### config.mk
export PLATFORM = sky130hd
export DESIGN_NAME = alu_seq_sched
export DESIGN_NICKNAME = d
export VERILOG_FILES = /design/src/rtl/alu_seq_sched.sv
export SDC_FILE = /design/constraint.sdc
export NUM_CORES = 1
export LEC_CHECK = 0
export CAP_MARGIN = 40
export CORE_MARGIN = 4
export CORE_UTILIZATION = 54
export DETAILED_ROUTE_END_ITERATION = 7
export MAX_ROUTING_LAYER = met4
export PLACE_DENSITY = 0.86
export SETUP_SLACK_MARGIN = 0.4
export SYNTH_ARGS = -nofsm -noshare
export SYNTH_HDL_FRONTEND = slang
export SYNTH_SLANG_ARGS = --single-unit
export TNS_END_PERCENT = 100
### constraint.sdc
create_clock -name clk -period 3.7 [get_ports clk]
set_input_delay 0.74 -clock clk [delete_from_list [all_inputs] [get_ports clk]]
set_output_delay 0.74 -clock clk [all_outputs]
set_load 0.02 [all_outputs]
### src/rtl/alu_seq_sched.sv
// alu_seq_sched: round-robin scheduler that shares one opcode-driven ALU
// between two requesters. The winner's program select is latched at grant,
// then a fixed opcode program is played out one opcode per slot (each slot
// held HOLD un-stalled cycles), closed by a one-cycle done pulse.
// Optional build macro: ALU_SEQ_SCHED_ABORT_EN -- when defined, dropping the
// granted request mid-program aborts it without a done pulse.
module alu_seq_sched #(
    parameter int OPW     = 4,
    parameter int IDLE_OP = 0,
    parameter int HOLD    = 1
) (
    input  logic           clk,
    input  logic           rst,
    input  logic [1:0]     req,
    input  logic [1:0]     mode,
    input  logic           stall,
    output logic [1:0]     gnt,
    output logic [OPW-1:0] op,
    output logic           op_valid,
    output logic [3:0]     step,
    output logic [1:0]     done
);

    localparam int             CW        = (HOLD > 1) ? $clog2(HOLD) : 1;
    localparam logic [CW-1:0]  HOLD_LAST = CW'(HOLD - 1);
    localparam logic [OPW-1:0] IDLE_CODE = OPW'(IDLE_OP);

    typedef enum logic [1:0] {
        S_IDLE = 2'd0,
        S_RUN  = 2'd1,
        S_FIN  = 2'd2
    } state_t;

    state_t         state_q, state_d;
    logic [CW-1:0]  cnt_q, cnt_d;
    logic           prog_q, prog_d;     // latched program select of the winner
    logic           last_q, last_d;     // requester granted most recently
    logic [1:0]     gnt_d, done_d;
    logic [OPW-1:0] op_d;
    logic           vld_d;
    logic [3:0]     step_d;

    logic           win;
    logic           pick;
    logic           hold_end;
    logic           last_step;
    logic           complete;
    logic           abort_now;

    // Fixed opcode tables: program 0 has 9 slots, program 1 has 5.
    function automatic logic [OPW-1:0] prog_op(input logic prog, input logic [3:0] idx);
        logic [3:0] code;
        code = 4'd0;
        if (!prog) begin
            case (idx)
                4'd0: code = 4'd2;
                4'd1: code = 4'd1;
                4'd2: code = 4'd5;
                4'd3: code = 4'd4;
                4'd4: code = 4'd3;
                4'd5: code = 4'd1;
                4'd6: code = 4'd1;
                4'd7: code = 4'd6;
                4'd8: code = 4'd4;
                default: code = 4'd0;
            endcase
        end else begin
            case (idx)
                4'd0: code = 4'd1;
                4'd1: code = 4'd5;
                4'd2: code = 4'd3;
                4'd3: code = 4'd1;
                4'd4: code = 4'd1;
                default: code = 4'd0;
            endcase
        end
        return OPW'(code);
    endfunction

    // The running requester is whichever grant bit is set; with both
    // requesting, the one not granted last wins.
    assign win       = gnt[1];
    assign pick      = (req == 2'b11) ? ~last_q : req[1];
    assign hold_end  = (cnt_q == HOLD_LAST);
    assign last_step = (step == (prog_q ? 4'd4 : 4'd8));
    assign complete  = !stall && hold_end && last_step;

`ifdef ALU_SEQ_SCHED_ABORT_EN
    // A drop coinciding with the final advance is treated as completion.
    assign abort_now = !req[win] && !complete;
`else
    assign abort_now = 1'b0;
`endif

    // State and registered outputs; reset leaves requester 0 first in line.
    always_ff @(posedge clk or negedge rst) begin
        if (!rst) begin
            state_q  <= S_IDLE;
            cnt_q    <= '0;
            prog_q   <= 1'b0;
            last_q   <= 1'b1;
            gnt      <= 2'b00;
            op       <= IDLE_CODE;
            op_valid <= 1'b0;
            step     <= 4'd0;
            done     <= 2'b00;
        end else begin
            state_q  <= state_d;
            cnt_q    <= cnt_d;
            prog_q   <= prog_d;
            last_q   <= last_d;
            gnt      <= gnt_d;
            op       <= op_d;
            op_valid <= vld_d;
            step     <= step_d;
            done     <= done_d;
        end
    end

    // Next-state: arbitrate in IDLE, finish or abort in RUN, one FIN cycle.
    always_comb begin
        state_d = state_q;
        unique case (state_q)
            S_IDLE:  if (req != 2'b00) state_d = S_RUN;
            S_RUN:   if (complete || abort_now) state_d = S_FIN;
            S_FIN:   state_d = S_IDLE;
            default: state_d = S_IDLE;
        endcase
    end

    // Next output values: grant and first opcode, slot advance, wrap-up.
    always_comb begin
        gnt_d  = gnt;
        op_d   = op;
        vld_d  = op_valid;
        step_d = step;
        done_d = 2'b00;
        cnt_d  = cnt_q;
        prog_d = prog_q;
        last_d = last_q;
        unique case (state_q)
            S_IDLE: begin
                if (req != 2'b00) begin
                    gnt_d  = pick ? 2'b10 : 2'b01;
                    prog_d = mode[pick];
                    step_d = 4'd0;
                    op_d   = prog_op(mode[pick], 4'd0);
                    vld_d  = 1'b1;
                    cnt_d  = '0;
                end else begin
                    gnt_d  = 2'b00;
                    op_d   = IDLE_CODE;
                    vld_d  = 1'b0;
                    step_d = 4'd0;
                end
            end
            S_RUN: begin
                if (complete || abort_now) begin
                    gnt_d  = 2'b00;
                    op_d   = IDLE_CODE;
                    vld_d  = 1'b0;
                    step_d = 4'd0;
                    cnt_d  = '0;
                    last_d = win;
                    if (complete) done_d = win ? 2'b10 : 2'b01;
                end else if (!stall) begin
                    if (hold_end) begin
                        cnt_d  = '0;
                        step_d = step + 4'd1;
                        op_d   = prog_op(prog_q, step + 4'd1);
                    end else begin
                        cnt_d = cnt_q + 1'b1;
                    end
                end
            end
            S_FIN: begin
                gnt_d  = 2'b00;
                op_d   = IDLE_CODE;
                vld_d  = 1'b0;
                step_d = 4'd0;
            end
            default: begin
                gnt_d  = 2'b00;
                op_d   = IDLE_CODE;
                vld_d  = 1'b0;
                step_d = 4'd0;
            end
        endcase
    end

endmodule

# Yosys cells after proc, flatten, opt, wreduce, memory -nomap -nowiden
# Memory sizes are Yosys's and may differ from the RTL's.
# Index checks and enable logic that the tools add are counted.
dict set report op_classes {
  magnitude_cmp 1
  bitwise_logic 2
  n_reduce_logical 13
  n_mux 34
  n_addsub 2
  mul 0
  div 0
  n_eq_ne 11
  n_shift 0
}
# op count
set op_table {}
lappend op_table {{$mux 4} 10}
lappend op_table {{$mux 2} 9}
lappend op_table {{$mux 1} 9}
lappend op_table {{$pmux 3 s3} 1}
lappend op_table {{$eq 4x2->1 const B} 2}
lappend op_table {{$pmux 2 s2} 2}
lappend op_table {{$pmux 4 s2} 1}
lappend op_table {{$reduce_and 2->1} 4}
lappend op_table {{$ne 3x3->1 const B} 2}
lappend op_table {{$add 4x1->4 const B} 1}
lappend op_table {{$eq 4x1->1 const B} 1}
lappend op_table {{$eq 4x3->1 const B} 1}
lappend op_table {{$eq 4x4->1} 1}
lappend op_table {{$logic_not 4->1} 1}
lappend op_table {{$ne 2x2->1 const B} 2}
lappend op_table {{$pmux 1 s2} 2}
lappend op_table {{$reduce_bool 2->1} 2}
lappend op_table {{$reduce_and 3->1} 1}
lappend op_table {{$reduce_or 3->1} 1}
lappend op_table {{$eq 2x1->1 const B} 1}
lappend op_table {{$eq 2x2->1 const B} 1}
lappend op_table {{$logic_and 1x1->1} 2}
lappend op_table {{$logic_not 2->1} 1}
lappend op_table {{$lt 1x2->1 const B} 1}
lappend op_table {{3 further kinds} 4}
dict set report totals {
  latchBits 0
  ram_bits 0
  input_bits 7
  elab_cells 73
  mem_count 1
  regBits 18
  rom_bits 48
}
# name words width rd rd_clocked_by_memory_dff wr line
set memory_table {}
lappend memory_table {{(name not given)} 16 3 1 0 0 55} ;# case (idx)

# Logic depth before layout (Yosys ltp)
# Gate-level depths: netlist of run 1.
dict set report logic_depth {
  ltp_word 9
  depth_mapped 7
}

# Worst setup path after synthesis of run 1
# Ideal clock, no wire load.
dict set report synth_path {
  kind {flip-flop to flip-flop}
  startpoint {register step[0]}
  endpoint {register op[0]}
  synth_period_minus_slack_ps 1861
  setup_time_ps 128
  required_ps 3572
  slack_ps 1839
  arrival_time_ps 1733
  path_buffers 1
  path_stages_with_launch 8
  path_cell_list {dfrtp_1 -> ha_1 -> clkbuf_1 -> nor3_1 -> a41oi_1 -> o22ai_1 -> o211ai_1 -> a211oi_1}
}
dict set report synth_between {
  elab_chain_cells 9
  word_cells_on_any_way 19
  classes_between {add/sub: 1; eq/ne: 7; mux: 6; reduce/logical: 4; memory: 1}
}
# item line
set synth_rtl {}
lappend synth_rtl {{start: declaration} 20} ;# output logic [3:0] step,
lappend synth_rtl {{start signal: assignment} 115} ;# step <= step_d;
lappend synth_rtl {{$add 4x1->4} 170} ;# op_d = prog_op(prog_q, step + 4'd1);
lappend synth_rtl {{$eq 4x3->1, or another cell as far along} 68} ;# case (idx)
lappend synth_rtl {{$reduce_or 3->1 (no line)} n/a}
lappend synth_rtl {{$pmux 3 s3} 68}
lappend synth_rtl {{$mux 4} 54} ;# if (!prog) begin
lappend synth_rtl {{$mux 4} 167} ;# if (hold_end) begin
lappend synth_rtl {{$mux 4} 166} ;# end else if (!stall) begin
lappend synth_rtl {{$mux 4} 158} ;# if (complete || abort_now) begin
lappend synth_rtl {{$pmux 4 s2} 141} ;# unique case (state_q)
lappend synth_rtl {{end signal: assignment} 113} ;# op <= op_d;
lappend synth_rtl {{end: declaration} 18} ;# output logic [OPW-1:0] op,
# Several ways; a longest one is shown, not always the timed one. The select of a mux whose other input is x is not followed.
# A chain may end at the register's enable or synchronous reset.

# Worst setup path in the final report of run 1
dict set report layout_path {
  startpoint {register step[2]}
  endpoint {output step[2]}
}
# No word-level cell between the ends.

==> run_results.csv, run 1 <==
group,metric,value,unit
synth,yosys_most_used_dff,"dfrtp_1",
setup_path,startpoint_type,"flip-flop",
die,rows,15,
place,io_buffers,18,
place,gp_congestion,0.8421,
route,vias,909,
sta,finalSetupViolations,0,
sta,rsz0062_at_grt,"false",
pwr,swShare,0.4622,
sta,fin_tns_setup,0,ns
cts,cts_tree,"built",
die,core-area,1764,sq um
setup_path,crit_path_end,"step[2]",
synth,synth_seq_cells,16,
cts,cts_root_buffer,"clkbuf_4",
cts,clk_pin_slew,0.09,ns
finish,nets,143,
route,ant_nets,0,
setup_path,cp.buffers_inverters,1,
setup_path,crit_slowest_cell,"clkdlybuf4s50_1",
cts,post-cts-setup-buffer-count,0,
sta,fin_crit,2.316,ns
sta,final-hold-violation-count,0,
route,wl,2331,microns
setup_path,path_class,"flip-flop to primary output",
worst_hold_path,min_path_type,"flip-flop to flip-flop",
pwr,internal-power,0.0005465,W
setup_path,required,2.96,ns
global_route,grt_overflow,0,
global_route,grt_pass1_vias,883,
synth,synth-seq-area-share,0.3877,
setup_path,worstSetupEndpointType,"primary output",
pwr,combPwrFrac,0.563,
die,die_x,51.80,microns
setup_path,crit_cells,1,
route,wire_per_inst,15.04,microns
pwr,p_sw,0.0004697,W
sta,drv_slew,0,
sta,slew_headroom,0.5511,
setup_path,worstPathArrival,1.58,ns
finish,final_layout_size_suffix_gt1_frac,0.08462,
synth,syn_area,1036,sq um
global_route,grt_use_met3,0.05158,
synth,synthCells,116,
setup_path,reg2reg_slack,1.64,ns
cts,clk_latency,0.29,ns
pwr,vdd_ir_drop_max,455.0,uV
sta,skew,0.003856,ns
sta,fin_crit_sh,0.6260,
route,viasPerCell,5.865,
flow_run,maxCapViolCount,0,
cts,cts_hold_buf,0,
cts,htreeDepth,1,
pwr,p_leak,0.5045,nW
cts,cts_buffers,3,
die,pin_count,20,
die,die_y,51.80,microns
global_route,busiest_layer,"met2",
synth,synth-async-reset-ratio,1.000,
finish,diodes,0,
setup_path,cpLargestDelayFamily,"buffers and inverters",
synth,syn_nets,128,
setup_path,rr_worst_depth,5,
die,dieArea,2683,sq um
place,dp_hpwl,1764,microns
synth,ys_warn_count,0,
global_route,antenna_found_initial,0,
route,firstDrtPassIters,4,
global_route,grt_pass1_wl,3974,microns
setup_path,crit_chain,"clkdlybuf4s50_1",
global_route,track_usage,0.2055,
setup_path,reg2reg_to,"op[0]$_DFFE_PN0P_",
cts,clkSinkCount,16,
global_route,globalRouteMet1Util,0.2541,
sta,fmax,431.7,MHz
die,initial_utilization,0.5872,
finish,area.growth.synth_to_final,18.60,%
pwr,power_frac_clock,0.094,
route,drt_iter0_drc,18,
global_route,met2_usage,0.3114,
route,route.detailed.drc,0,
pwr,p_seq_frac,0.343,
synth,avgSynthCellArea,8.931,sq um
setup_path,worstPathMaxFanout,14,
synth,synth_cell_types,43,
finish,layout_commonest_cell,"clkdlybuf4s50_1",
sta,tightest_slew,0.6712,ns
pwr,finalPower,0.001016,W
synth,synth_edf_count,0,
outcome,status,"finished, final reports clean",
setup_path,slowest_delay,0.69,ns
cts,cts_resized,0,
pwr,powerDensity,827.1,nW/um^2
finish,most-common-layout-cells,"clkdlybuf4s50_1, dfrtp_1, nor2_1",
cts,clk_path_buf_depth,2,
global_route,grt_max_degree,17,
setup_path,critPathLaunch,"step[2]$_DFFE_PN0P_",
setup_path,rr_startpoint,"step[0]$_DFFE_PN0P_",
## sequential cells by signal, summed over array words and instances (netlist names)
name      flops
step          4
last_q        1
prog_q        1
op_valid      1
op            3
gnt           2
done          2
state_q       2
## worst register-to-register path: stages, from the launching register on
cell and delay [ns]:
dfrtp_1 0.56, ha_1 0.45, a41oi_1 0.27, o221ai_1 0.30, o211ai_1 0.15, a211oi_1 0.26
## per-layer routing
metal	vias up	share of wire
li1	442	-
met4	0	0.026
met3	9	0.036
met1	435	0.45
met2	23	0.49
met5	-	0
## worst min path at each step
| stage | startpoint | endpoint | slack [ns] | depth (start not counted) |
|---|---|---|---|---|
| 3_3_place_gp | op_valid$_DFFE_PN0P_ | op_valid$_DFFE_PN0P_ | 0.51 | 2 |
| 3_5_place_dp | gnt[0]$_DFFE_PN0P_ | gnt[0]$_DFFE_PN0P_ | 0.48 | 2 |
| 5_1_grt | op_valid$_DFFE_PN0P_ | op_valid$_DFFE_PN0P_ | 0.53 | 2 |
| 4_1_cts | gnt[0]$_DFFE_PN0P_ | gnt[0]$_DFFE_PN0P_ | 0.50 | 2 |
| 6_report | gnt[0]$_DFFE_PN0P_ | gnt[0]$_DFFE_PN0P_ | 0.49 | 2 |
| 2_1_floorplan | rst | done[0]$_DFF_PN0_ | 0.44 | 0 |
## power groups by stage
stage | Combinational [W] | Clock (W) | Sequential [W]
after floorplan | 0.000375 | 0 | 0.000361
after global placement | 0.000545 | 0 | 0.000347
after detailed placement | 0.000566 | 0 | 0.000351
after CTS | 0.000569 | 0.0000973 | 0.000347
after global routing | 0.000626 | 0.000103 | 0.000365
final | 0.000572 | 0.0000957 | 0.000348
## per-stage QoR
stage | util | hold WS [ns] | setup WS [ns] | cell area [sq um] | cells
after global placement | 0.6816 | 0.5061 | 1.329 | 1202 | 151
after global routing | 0.6965 | 0.5312 | 1.308 | 1229 | 155
after detailed placement | 0.6816 | 0.4807 | 1.220 | 1202 | 151
final | 0.6965 | 0.4940 | 1.384 | 1229 | 155
after floorplan | - | 0.4444 | 1.839 | 1036 | 116
after CTS | 0.6965 | 0.5009 | 1.372 | 1229 | 155
## cell usage after synthesis, types with 3 or more instances
master / instances / share of area
dfrtp_1: 15 / 0.36
nor2_1: 12 / 0.043
a21oi_1: 9 / 0.043
nand2_1: 7 / 0.025
inv_1: 6 / 0.022
ha_1: 5 / 0.060
nor3_1: 5 / 0.024
nand3b_1: 4 / 0.029
o21ai_0: 4 / 0.019
a31oi_1: 3 / 0.018
buf_2: 3 / 0.014
clkbuf_1: 3 / 0.011
nand2b_1: 3 / 0.018
## area by class of cell
| type | count | area (sq um) |
|---|---|---|
| multi-input combinational | 86 | 566.8 |
| fill | 151 | 535.5 |
| sequential | 16 | 401.6 |
| timing repair buffer | 18 | 180.2 |
| tap | 25 | 31.28 |
| clock buffer | 4 | 26.28 |
| inverter | 6 | 22.52 |
## cells by family (layout without fill, tap and decap cells)
kind of cell	Yosys count	after routing	share of synthesized area
other cells	1	1	0.003620
xor+xnor	2	2	0.01691
buf+inv	14	28	0.06521
fa+ha+maj	5	5	0.06039
compound gates	34	34	0.2210
mux	4	4	0.04227
simple gates	40	40	0.2029
flops	16	16	0.3877
No activity file was read; power rests on OpenSTA's default activity.
==> run 2: changes to the inputs <==
--- a/config.mk
+++ b/config.mk
@@ -7,10 +7,10 @@
 export LEC_CHECK = 0
 export CAP_MARGIN = 40
 export CORE_MARGIN = 4
-export CORE_UTILIZATION = 54
+export CORE_UTILIZATION = 50
 export DETAILED_ROUTE_END_ITERATION = 7
 export MAX_ROUTING_LAYER = met4
-export PLACE_DENSITY = 0.86
+export PLACE_DENSITY = 0.8
 export SETUP_SLACK_MARGIN = 0.4
 export SYNTH_ARGS = -nofsm -noshare
 export SYNTH_HDL_FRONTEND = slang
==> constraint.sdc (replaced) <==
create_clock -name clk -period 2.3 [get_ports clk]
set_input_delay 0.46 -clock clk [delete_from_list [all_inputs] [get_ports clk]]
set_output_delay 0.46 -clock clk [all_outputs]
set_load 0.02 [all_outputs]
==> run 2 against run 1 <==
Effect of this change: critical path type is now input pin to flip-flop; flip-flop and latch count did not move; final area increased by 5.0%; via count rose by 4.6%; sequential share of layout area decreased by 1.2 points; cell count is 4.5% higher; global-route usage is 2.2 points lower; core utilization down 3.9 points; largest power group unchanged.
==> run_results.csv, run 2 (synthesis results as in run 1) <==
group,metric,value,unit
pwr,p_leak,0.5603,nW
sta,fin_tns_setup,0,ns
pwr,vdd_ir_drop_max,687.6,uV
sta,fin_crit,1.810,ns
global_route,grt_overflow,0,
finish,layout_commonest_cell,"clkdlybuf4s50_1",
global_route,grt_use_met3,0.03380,
setup_path,path_class,"input pin to flip-flop",
outcome,status,"finished, final reports clean",
sta,skew,0.004068,ns
setup_path,worstPathArrival,1.99,ns
global_route,grt_max_degree,17,
global_route,grt_pass1_wl,3698,microns
route,vias,951,
route,ant_nets,0,
global_route,antenna_found_initial,0,
cts,clkSinkCount,16,
setup_path,worstPathMaxFanout,3,
die,core-area,1962,sq um
setup_path,startpoint_type,"input pin",
die,rows,16,
route,viasPerCell,5.870,
cts,clk_latency,0.29,ns
setup_path,required,2.48,ns
cts,clk_path_buf_depth,2,
route,drt_iter0_drc,46,
sta,drv_slew,0,
global_route,met2_usage,0.2959,
cts,cts_buffers,3,
finish,largest_reg_flops,4,
place,gp_congestion,0.8660,
pwr,powerDensity,1321,nW/um^2
route,firstDrtPassIters,5,
route,route.detailed.drc,0,
setup_path,slowest_delay,0.50,ns
setup_path,crit_slowest_cell,"clkdlybuf4s50_1",
sta,slew_headroom,0.5226,
setup_path,worstSetupEndpointType,"flip-flop",
finish,largestRegisters,"step x4, op x3",
cts,cts_tree,"built",
global_route,grt_pass1_vias,827,
place,io_buffers,18,
finish,regMostFlops,"step",
finish,final_layout_size_suffix_gt1_frac,0.1630,
finish,diodes,0,
finish,area.growth.synth_to_final,24.52,%
route,wire_per_inst,14.52,microns
die,initial_utilization,0.5281,
sta,fin_crit_sh,0.7870,
cts,htreeDepth,1,
finish,nets,148,
sta,tightest_slew,0.7138,ns
sta,rsz0062_at_grt,"true",
cts,cts_hold_buf,0,
place,dp_hpwl,1738,microns
sta,hold-worst-slack,0.5059,ns
global_route,globalRouteMet1Util,0.2216,
die,dieArea,2864,sq um
sta,final-hold-violation-count,0,
finish,most-common-layout-cells,"clkdlybuf4s50_1, nor2_1, dfrtp_1",
setup_path,crit_chain,"clkdlybuf4s50_1 -> a21boi_0 -> mux2i_1 -> nor2_1 -> a21oi_1 -> a211oi_1",
global_route,busiest_layer,"met2",
cts,cts_root_buffer,"clkbuf_4",
sta,fmax,552.5,MHz
die,pin_count,20,
setup_path,cpLargestDelayFamily,"compound AO/OA/AOI/OAI gates",
die,die_y,53.52,microns
sta,finalSetupViolations,0,
setup_path,cp.buffers_inverters,1,
flow_run,maxCapViolCount,0,
worst_hold_path,min_path_type,"flip-flop to flip-flop",
global_route,track_usage,0.1833,
die,die_x,53.52,microns
route,wl,2352,microns
finish,fill_cells,170,
cts,clk_pin_slew,0.09,ns
-- run 2: final cells by class --
cell class	count	area (sq um)	area share
multi-input cells	86	569.3	0.4413
well taps	27	33.78	0.02619
repair buffers	23	221.5	0.1717
clock buffers	4	36.28	0.02813
flip-flops and latches	16	406.6	0.3152
inverters	6	22.52	0.01746
-- run 2: timing repair --
| item | 4_1_cts | 5_1_grt |
|---|---|---|
| buffers inserted | 0 | 3 |
| resized for setup | 4 | 4 |
| pin swaps | 0 | 0 |
| endpoints found under the setup margin | 6 | 7 |
-- run 2: report_power, final --
part,switching (W),total (W),internal (W),leakage [nW]
Sequential,0.000142,0.000542,0.000399,0.196
Clock,0.0000913,0.000188,0.0000965,0.0210
Combinational,0.000522,0.000975,0.000452,0.344
Total,0.000756,0.00170,0.000948,0.560
-- run 2: final timing paths --
check                              startpoint                   to  cells past startpoint  slack, ns
setup / recovery                       req[1]    op[0]$_DFFE_PN0P_                      6       0.49
hold / removal             gnt[0]$_DFFE_PN0P_   gnt[0]$_DFFE_PN0P_                      2       0.51
setup reg to reg           prog_q$_DFFE_PN0P_  step[2]$_DFFE_PN0P_                      5       0.49
hold reg to reg            gnt[0]$_DFFE_PN0P_   gnt[0]$_DFFE_PN0P_                      2       0.51
max in group asynchronous                 rst  step[2]$_DFFE_PN0P_                      1       1.22
min in group asynchronous                 rst    op[2]$_DFFE_PN0P_                      1       0.59
-- run 2: layer usage --
metal / up-vias / wire [microns]
li1: 453 / -
met1: 455 / 1020
met3: 6 / 143
met4: 0 / 41
met2: 37 / 1147
met5: - / 0
-- run 2: per-stage QoR --
step	utilization	std cells	instance area, sq um	total power [W]	setup WS (ns)
after CTS	0.6416	159	1259	0.001667	0.3782
after global routing	0.6575	162	1290	0.001838	0.3283
final	0.6575	162	1290	0.001704	0.4900
after floorplan	-	116	1036	0.001183	0.4385
after global placement	0.6218	155	1220	0.001442	0.2157
after detailed placement	0.6218	155	1220	0.001474	0.1858
-- run 2: worst register-to-register path, stage by stage (launching register included) --
cell	delay, ns
dfrtp_2	0.49
or3b_4	0.40
a211oi_2	0.47
nor2_1	0.10
o21ai_1	0.15
a21oi_1	0.08
